**config.mk**
```make
export PLATFORM = sky130hd
export DESIGN_NAME = eth_phy_10g_rx_gearbox_flat
export DESIGN_NICKNAME = d
export VERILOG_FILES = /design/src/rtl/eth_phy_10g_rx_gearbox_if.sv /design/src/rtl/eth_phy_10g_rx_gearbox.sv /design/src/flat_wrapper.sv
export SDC_FILE = /design/constraint.sdc
export NUM_CORES = 1
export LEC_CHECK = 0
export BUFFER_PORTS_ARGS = -buffer_cell sky130_fd_sc_hd__buf_2
export CORE_MARGIN = 2
export CORE_UTILIZATION = 30
export CTS_CLUSTER_DIAMETER = 100
export CTS_CLUSTER_SIZE = 20
export DETAILED_ROUTE_END_ITERATION = 10
export MAX_ROUTING_LAYER = met4
export RECOVER_POWER = 25
export SLEW_MARGIN = 20
export SYNTH_ARGS = -nofsm -noshare
export SYNTH_HDL_FRONTEND = slang
export SYNTH_SLANG_ARGS = --single-unit
```
**constraint.sdc**
```tcl
create_clock -name clk -period 13.7 [get_ports clk]
set_input_delay 0.685 -clock clk [delete_from_list [all_inputs] [get_ports clk]]
set_output_delay 0.685 -clock clk [all_outputs]
set_load 0.02 [all_outputs]
```
**src/rtl/eth_phy_10g_rx_gearbox_if.sv**
```systemverilog
// Bus bundle between the raw transceiver word source and the 32:66 receive gearbox.
// The master drives raw words and bitslip requests; the slave returns assembled 66-bit blocks.
interface eth_phy_10g_rx_gearbox_if #(
    parameter int IN_WIDTH   = 32,
    parameter int DATA_WIDTH = 64,
    parameter int HDR_WIDTH  = 2
);
    logic [IN_WIDTH-1:0]   in_data;
    logic                  in_valid;
    logic                  bitslip;
    logic [DATA_WIDTH-1:0] out_data;
    logic [HDR_WIDTH-1:0]  out_hdr;
    logic                  out_valid;

    modport master (
        output in_data, in_valid, bitslip,
        input  out_data, out_hdr, out_valid
    );

    modport slave (
        input  in_data, in_valid, bitslip,
        output out_data, out_hdr, out_valid
    );
endinterface

```
**src/rtl/eth_phy_10g_rx_gearbox.sv**
```systemverilog
// Receive 32:66 gearbox: packs raw transceiver words into sync-header + payload blocks,
// dropping one received bit per pending bitslip request to walk block alignment.
module eth_phy_10g_rx_gearbox #(
    parameter int IN_WIDTH   = 32,
    parameter int DATA_WIDTH = 64,
    parameter int HDR_WIDTH  = 2
) (
    input  logic                     clk,
    input  logic                     rst_n,
    eth_phy_10g_rx_gearbox_if.slave  rx
);
    localparam int BLK_W = DATA_WIDTH + HDR_WIDTH;
    localparam int BUF_W = BLK_W + IN_WIDTH;
    localparam int CNT_W = $clog2(BUF_W);
    localparam logic [CNT_W-1:0] BLK_CNT = CNT_W'(BLK_W);
    localparam logic [CNT_W-1:0] IN_CNT  = CNT_W'(IN_WIDTH);

    logic [BUF_W-1:0] bits;
    logic [BUF_W-1:0] bits_emit;
    logic [BUF_W-1:0] bits_slip;
    logic [BUF_W-1:0] bits_next;
    logic [BUF_W-1:0] keep_mask;
    logic [BUF_W-1:0] word_ext;
    logic [CNT_W-1:0] cnt;
    logic [CNT_W-1:0] cnt_emit;
    logic [CNT_W-1:0] cnt_slip;
    logic [CNT_W-1:0] cnt_next;
    logic [1:0]       slip_pending;
    logic [1:0]       slip_next;
    logic             emit;
    logic             slip;

    // Emit, then slip, then append, all against the same cycle's buffer; bit 0 is the oldest bit.
    always_comb begin
        emit      = (cnt >= BLK_CNT);
        bits_emit = emit ? (bits >> BLK_W) : bits;
        cnt_emit  = emit ? (cnt - BLK_CNT) : cnt;

        slip      = (slip_pending != 2'd0) && (cnt_emit != '0);
        bits_slip = slip ? (bits_emit >> 1) : bits_emit;
        cnt_slip  = slip ? (cnt_emit - 1'b1) : cnt_emit;

        keep_mask = (BUF_W'(1) << cnt_slip) - BUF_W'(1);
        word_ext  = BUF_W'(rx.in_data);
        bits_next = bits_slip;
        cnt_next  = cnt_slip;
        if (rx.in_valid) begin
            bits_next = (bits_slip & keep_mask) | (word_ext << cnt_slip);
            cnt_next  = cnt_slip + IN_CNT;
        end

        // A request arriving while one is consumed leaves the count unchanged.
        slip_next = slip_pending;
        if (rx.bitslip && !slip && slip_pending != 2'd3) begin
            slip_next = slip_pending + 2'd1;
        end else if (!rx.bitslip && slip) begin
            slip_next = slip_pending - 2'd1;
        end
    end

    always_ff @(posedge clk or negedge rst_n) begin
        if (!rst_n) begin
            bits         <= '0;
            cnt          <= '0;
            slip_pending <= 2'd0;
            rx.out_data  <= '0;
            rx.out_hdr   <= '0;
            rx.out_valid <= 1'b0;
        end else begin
            bits         <= bits_next;
            cnt          <= cnt_next;
            slip_pending <= slip_next;
            rx.out_valid <= emit;
            if (emit) begin
                rx.out_hdr  <= bits[HDR_WIDTH-1:0];
                rx.out_data <= bits[BLK_W-1:HDR_WIDTH];
            end
        end
    end
endmodule
```
**src/flat_wrapper.sv**
```systemverilog
// flat-port wrapper written by rule: the top's interface ports become plain ports
module eth_phy_10g_rx_gearbox_flat 
#(
    parameter int IN_WIDTH   = 32,
    parameter int DATA_WIDTH = 64,
    parameter int HDR_WIDTH  = 2
)
  (clk, rst_n, rx_in_data, rx_in_valid, rx_bitslip, rx_out_data, rx_out_hdr, rx_out_valid);
  eth_phy_10g_rx_gearbox_if #(.IN_WIDTH(IN_WIDTH), .DATA_WIDTH(DATA_WIDTH), .HDR_WIDTH(HDR_WIDTH)) rx_i ();
  input  logic clk;
  input  logic rst_n;
  input wire logic [$bits(rx_i.in_data)-1:0] rx_in_data;
  input wire logic [$bits(rx_i.in_valid)-1:0] rx_in_valid;
  input wire logic [$bits(rx_i.bitslip)-1:0] rx_bitslip;
  output wire logic [$bits(rx_i.out_data)-1:0] rx_out_data;
  output wire logic [$bits(rx_i.out_hdr)-1:0] rx_out_hdr;
  output wire logic [$bits(rx_i.out_valid)-1:0] rx_out_valid;
  assign rx_i.in_data = rx_in_data;
  assign rx_i.in_valid = rx_in_valid;
  assign rx_i.bitslip = rx_bitslip;
  assign rx_out_data = rx_i.out_data;
  assign rx_out_hdr = rx_i.out_hdr;
  assign rx_out_valid = rx_i.out_valid;
  eth_phy_10g_rx_gearbox #(.IN_WIDTH(IN_WIDTH), .DATA_WIDTH(DATA_WIDTH), .HDR_WIDTH(HDR_WIDTH)) u_core (.clk(clk), .rst_n(rst_n), .rx(rx_i));
endmodule
```
==> metrics.log <==
[metrics] outcome: finished, violations left
[metrics] violated checks: capacitance limit, slew limit
[metrics] start point of the critical path: u_core.cnt[1]
[metrics] first-pass GRT wire length: 118400 um
[metrics] post-layout minimum cycle time: 8985 ps
[metrics] top-level port count: 103
[metrics] drt pass-1 iters: 6
[metrics] worst clock skew on the final layout: 26.32 ps
[metrics] CTS hold repair buffers: 0
[metrics] Tightest Hold Check Type: flip-flop to flip-flop
[metrics] initial core utilization: 30.47%
[metrics] final wirelength: 83110 um
[metrics] biggest fanout along the worst timing path: 52
[metrics] initial antenna violation count: 0
[metrics] number of buffers added on ports: 102
[metrics] DRC errors left: 0
[metrics] HP Start: u_core.bits[0]
[metrics] actual transition at the worst max-transition pin: 5925 ps
[metrics] Horiz. Die Dim: around 220 um
[metrics] worst-skew pair later-pin latency: roughly 480 ps
[metrics] P&R area growth vs syn: 11.76%
[metrics] Crit path required time: 14040 ps
[metrics] Post CTS Setup Buffer Count: 0
[metrics] MaxCap Viol Count: 1
[metrics] first-iteration detailed-routing DRC count: 2155
[metrics] Nets: 2013
[metrics] clock root buffer master: clkbuf_16
[metrics] CTS H-Tree Depth: 4
[metrics] number of instances in the synthesized netlist: 1956
[metrics] via count of the first global-routing pass: ~16000
[metrics] portion of the clock cycle consumed by the worst path in the final layout: roughly 66%
[metrics] total setup violations reported at the end of the flow: 0
[metrics] Synth Net Count: about 2000
[metrics] unrepaired setup endpoints after global routing: no
[metrics] commonest cells after routing, fill and taps aside: 478 x nand2_1, 174 x dfrtp_1, 152 x nor2_1, 119 x o21ai_0, 106 x a21oi_1
[metrics] Clock Pin Slew Worst Setup and Hold Paths: 90 ps
[metrics] global-route congestion overflow total: 0
[metrics] Synth Warn #: 0
[metrics] Rows: 80
[metrics] minimum hold slack: 467.5 ps
[metrics] crit path capture type: flip-flop
[metrics] ratio of routed vias to standard cells: 6.452
[metrics] sort of element at the start of the critical path: flip-flop
[metrics] Synth Area per Inst: 7.454 um2
[metrics] cts repair resizes: 0
[metrics] aggregate negative setup slack: 0 ps
[metrics] fraction of final layout cells with drive strength greater than 1: 14.30%
[metrics] number of buffers on the longest clock path: 2
[metrics] CTS tree: built
[metrics] TritonCTS buffer count: 17
[metrics] Min-Delay Path Depth: 2
[metrics] count of unique library cells instantiated by Yosys: 93
[metrics] post-route antenna net violation count: 0
[metrics] leading register cell type out of synthesis: dfrtp_1
[metrics] Highest Clock Rate: 111.3 MHz
[metrics] Max Transition Viols Final: 101
[metrics] critical path class: flip-flop to flip-flop
[metrics] Num Clock Sinks: 174
[metrics] depth of the most critical reg-to-reg path: 26
[metrics] remaining max-slew budget at the tightest pin: -295.0%
[metrics] core region area: 47850 um2
[metrics] sequential share of the synthesized area: roughly 30%
[metrics] final routed wire length divided by cell count: 31.93 um
[metrics] final weighted congestion in routability-driven placement: between 1 and 1.5
[metrics] ys async rst share: 100.0%
[metrics] HPWL after detailed placement: 60470 um
[metrics] Reg2Reg Launch Point: u_core.cnt[1]
[metrics] count of endpoints failing hold in the final timing report: 0
[metrics] Die Height: roughly 220 um
[metrics] worst-case register-to-register setup slack: 4710 ps
[metrics] Die Area: 50380 um2
[metrics] crit path DAT: 9330 ps
[metrics] EDFF count, synth: 0
[metrics] register bit count reported by yosys: 174
[metrics] largest net degree at the start of global routing: 101
[metrics] area of the mapped netlist: 14580 um2
[metrics] routed vias: 16794
[metrics] commonest non-fill, non-tap cell in the layout: nand2_1
[metrics] combined global-route utilization of all metal layers: roughly a third
## logic make-up after synthesis
group	synth area share (%)
fa+ha+maj	0.2575
mux	8.839
buf+inv	5.235
xor+xnor	1.073
compound gates	29.07
flops	29.86
simple gates	25.66
## synth_stat cells, types with 26 or more instances
cell | number | area (um2)
nor2_1 | 155 | 581.8
o22ai_1 | 36 | 225.2
nand2_1 | 479 | 1798
nand3_1 | 62 | 310.3
nor3_1 | 62 | 310.3
clkbuf_1 | 101 | 379.1
dfrtp_1 | 174 | 4354
o21ai_0 | 122 | 610.6
mux2i_1 | 77 | 770.7
o221ai_1 | 38 | 332.8
a21oi_1 | 106 | 530.5
buf_1 | 26 | 97.59
buf_2 | 31 | 155.2
o211ai_1 | 36 | 270.3
## per-layer routing
layer  share of wire (%)  GRT usage (%)
met3                 7.9          5.852
met2                  45          51.63
met1                  40          41.74
met4                 6.6          19.23
met5                   0              -
## worst max-delay path: stages (launching register included)
cell	delay, ps
dfrtp_1	360
buf_4	220
inv_1	520
ha_1	370
or4b_1	780
a21oi_1	530
nor2_2	300
inv_1	430
ha_1	310
inv_1	110
nor4_1	570
nor3_2	90
buf_4	230
o311a_4	440
nor2_8	80
buf_4	560
inv_2	430
buf_4	360
nor2_1	210
nand2_1	80
ha_1	440
o221a_2	310
o211ai_2	130
a221oi_1	80
a2111oi_0	540
buf_4	210
o32ai_1	70
## area by class of cell
cell class	count	area [um2]
Timing Repair Buffer	160	943.4
Sequential cell	174	4354
Clock buffer	17	425.4
Inverter	27	103.9
Multi-Input combinational cell	1594	9544
Tap cell	615	769.5
Clock inverter	14	148.9
Antenna cell	2	5.005
Fill cell	5201	31550
## metrics by stage
stage,area (um2),utilization [%],std cells,setup slack (ps)
finish,16290,34.06,2603,4715
global route,16290,34.05,2601,4107
CTS,16290,34.05,2601,4941
detailed placement,15720,32.85,2570,4965
global placement,15710,32.83,2570,4717
floorplan,14580,-,1956,6975
## registers in the layout (all words and copies together), names as in the netlist
register,flops
u_core.slip_pending,2
u_core.rx.out_hdr,2
u_core.bits,98
u_core.rx.out_valid,1
u_core.cnt,7
u_core.rx.out_data,64
## final timing paths
kind | to
min in group asynchronous | u_core.bits[55]
setup / recovery | u_core.bits[50]
hold reg to reg | u_core.rx.out_hdr[0]
hold / removal | u_core.rx.out_hdr[0]
setup reg to reg | u_core.bits[50]
max in group asynchronous | u_core.rx.out_data[58]
Power is left out: the tool's default activity adds up to more than one toggle a clock period on the data nets, which glitch-free logic cannot reach.
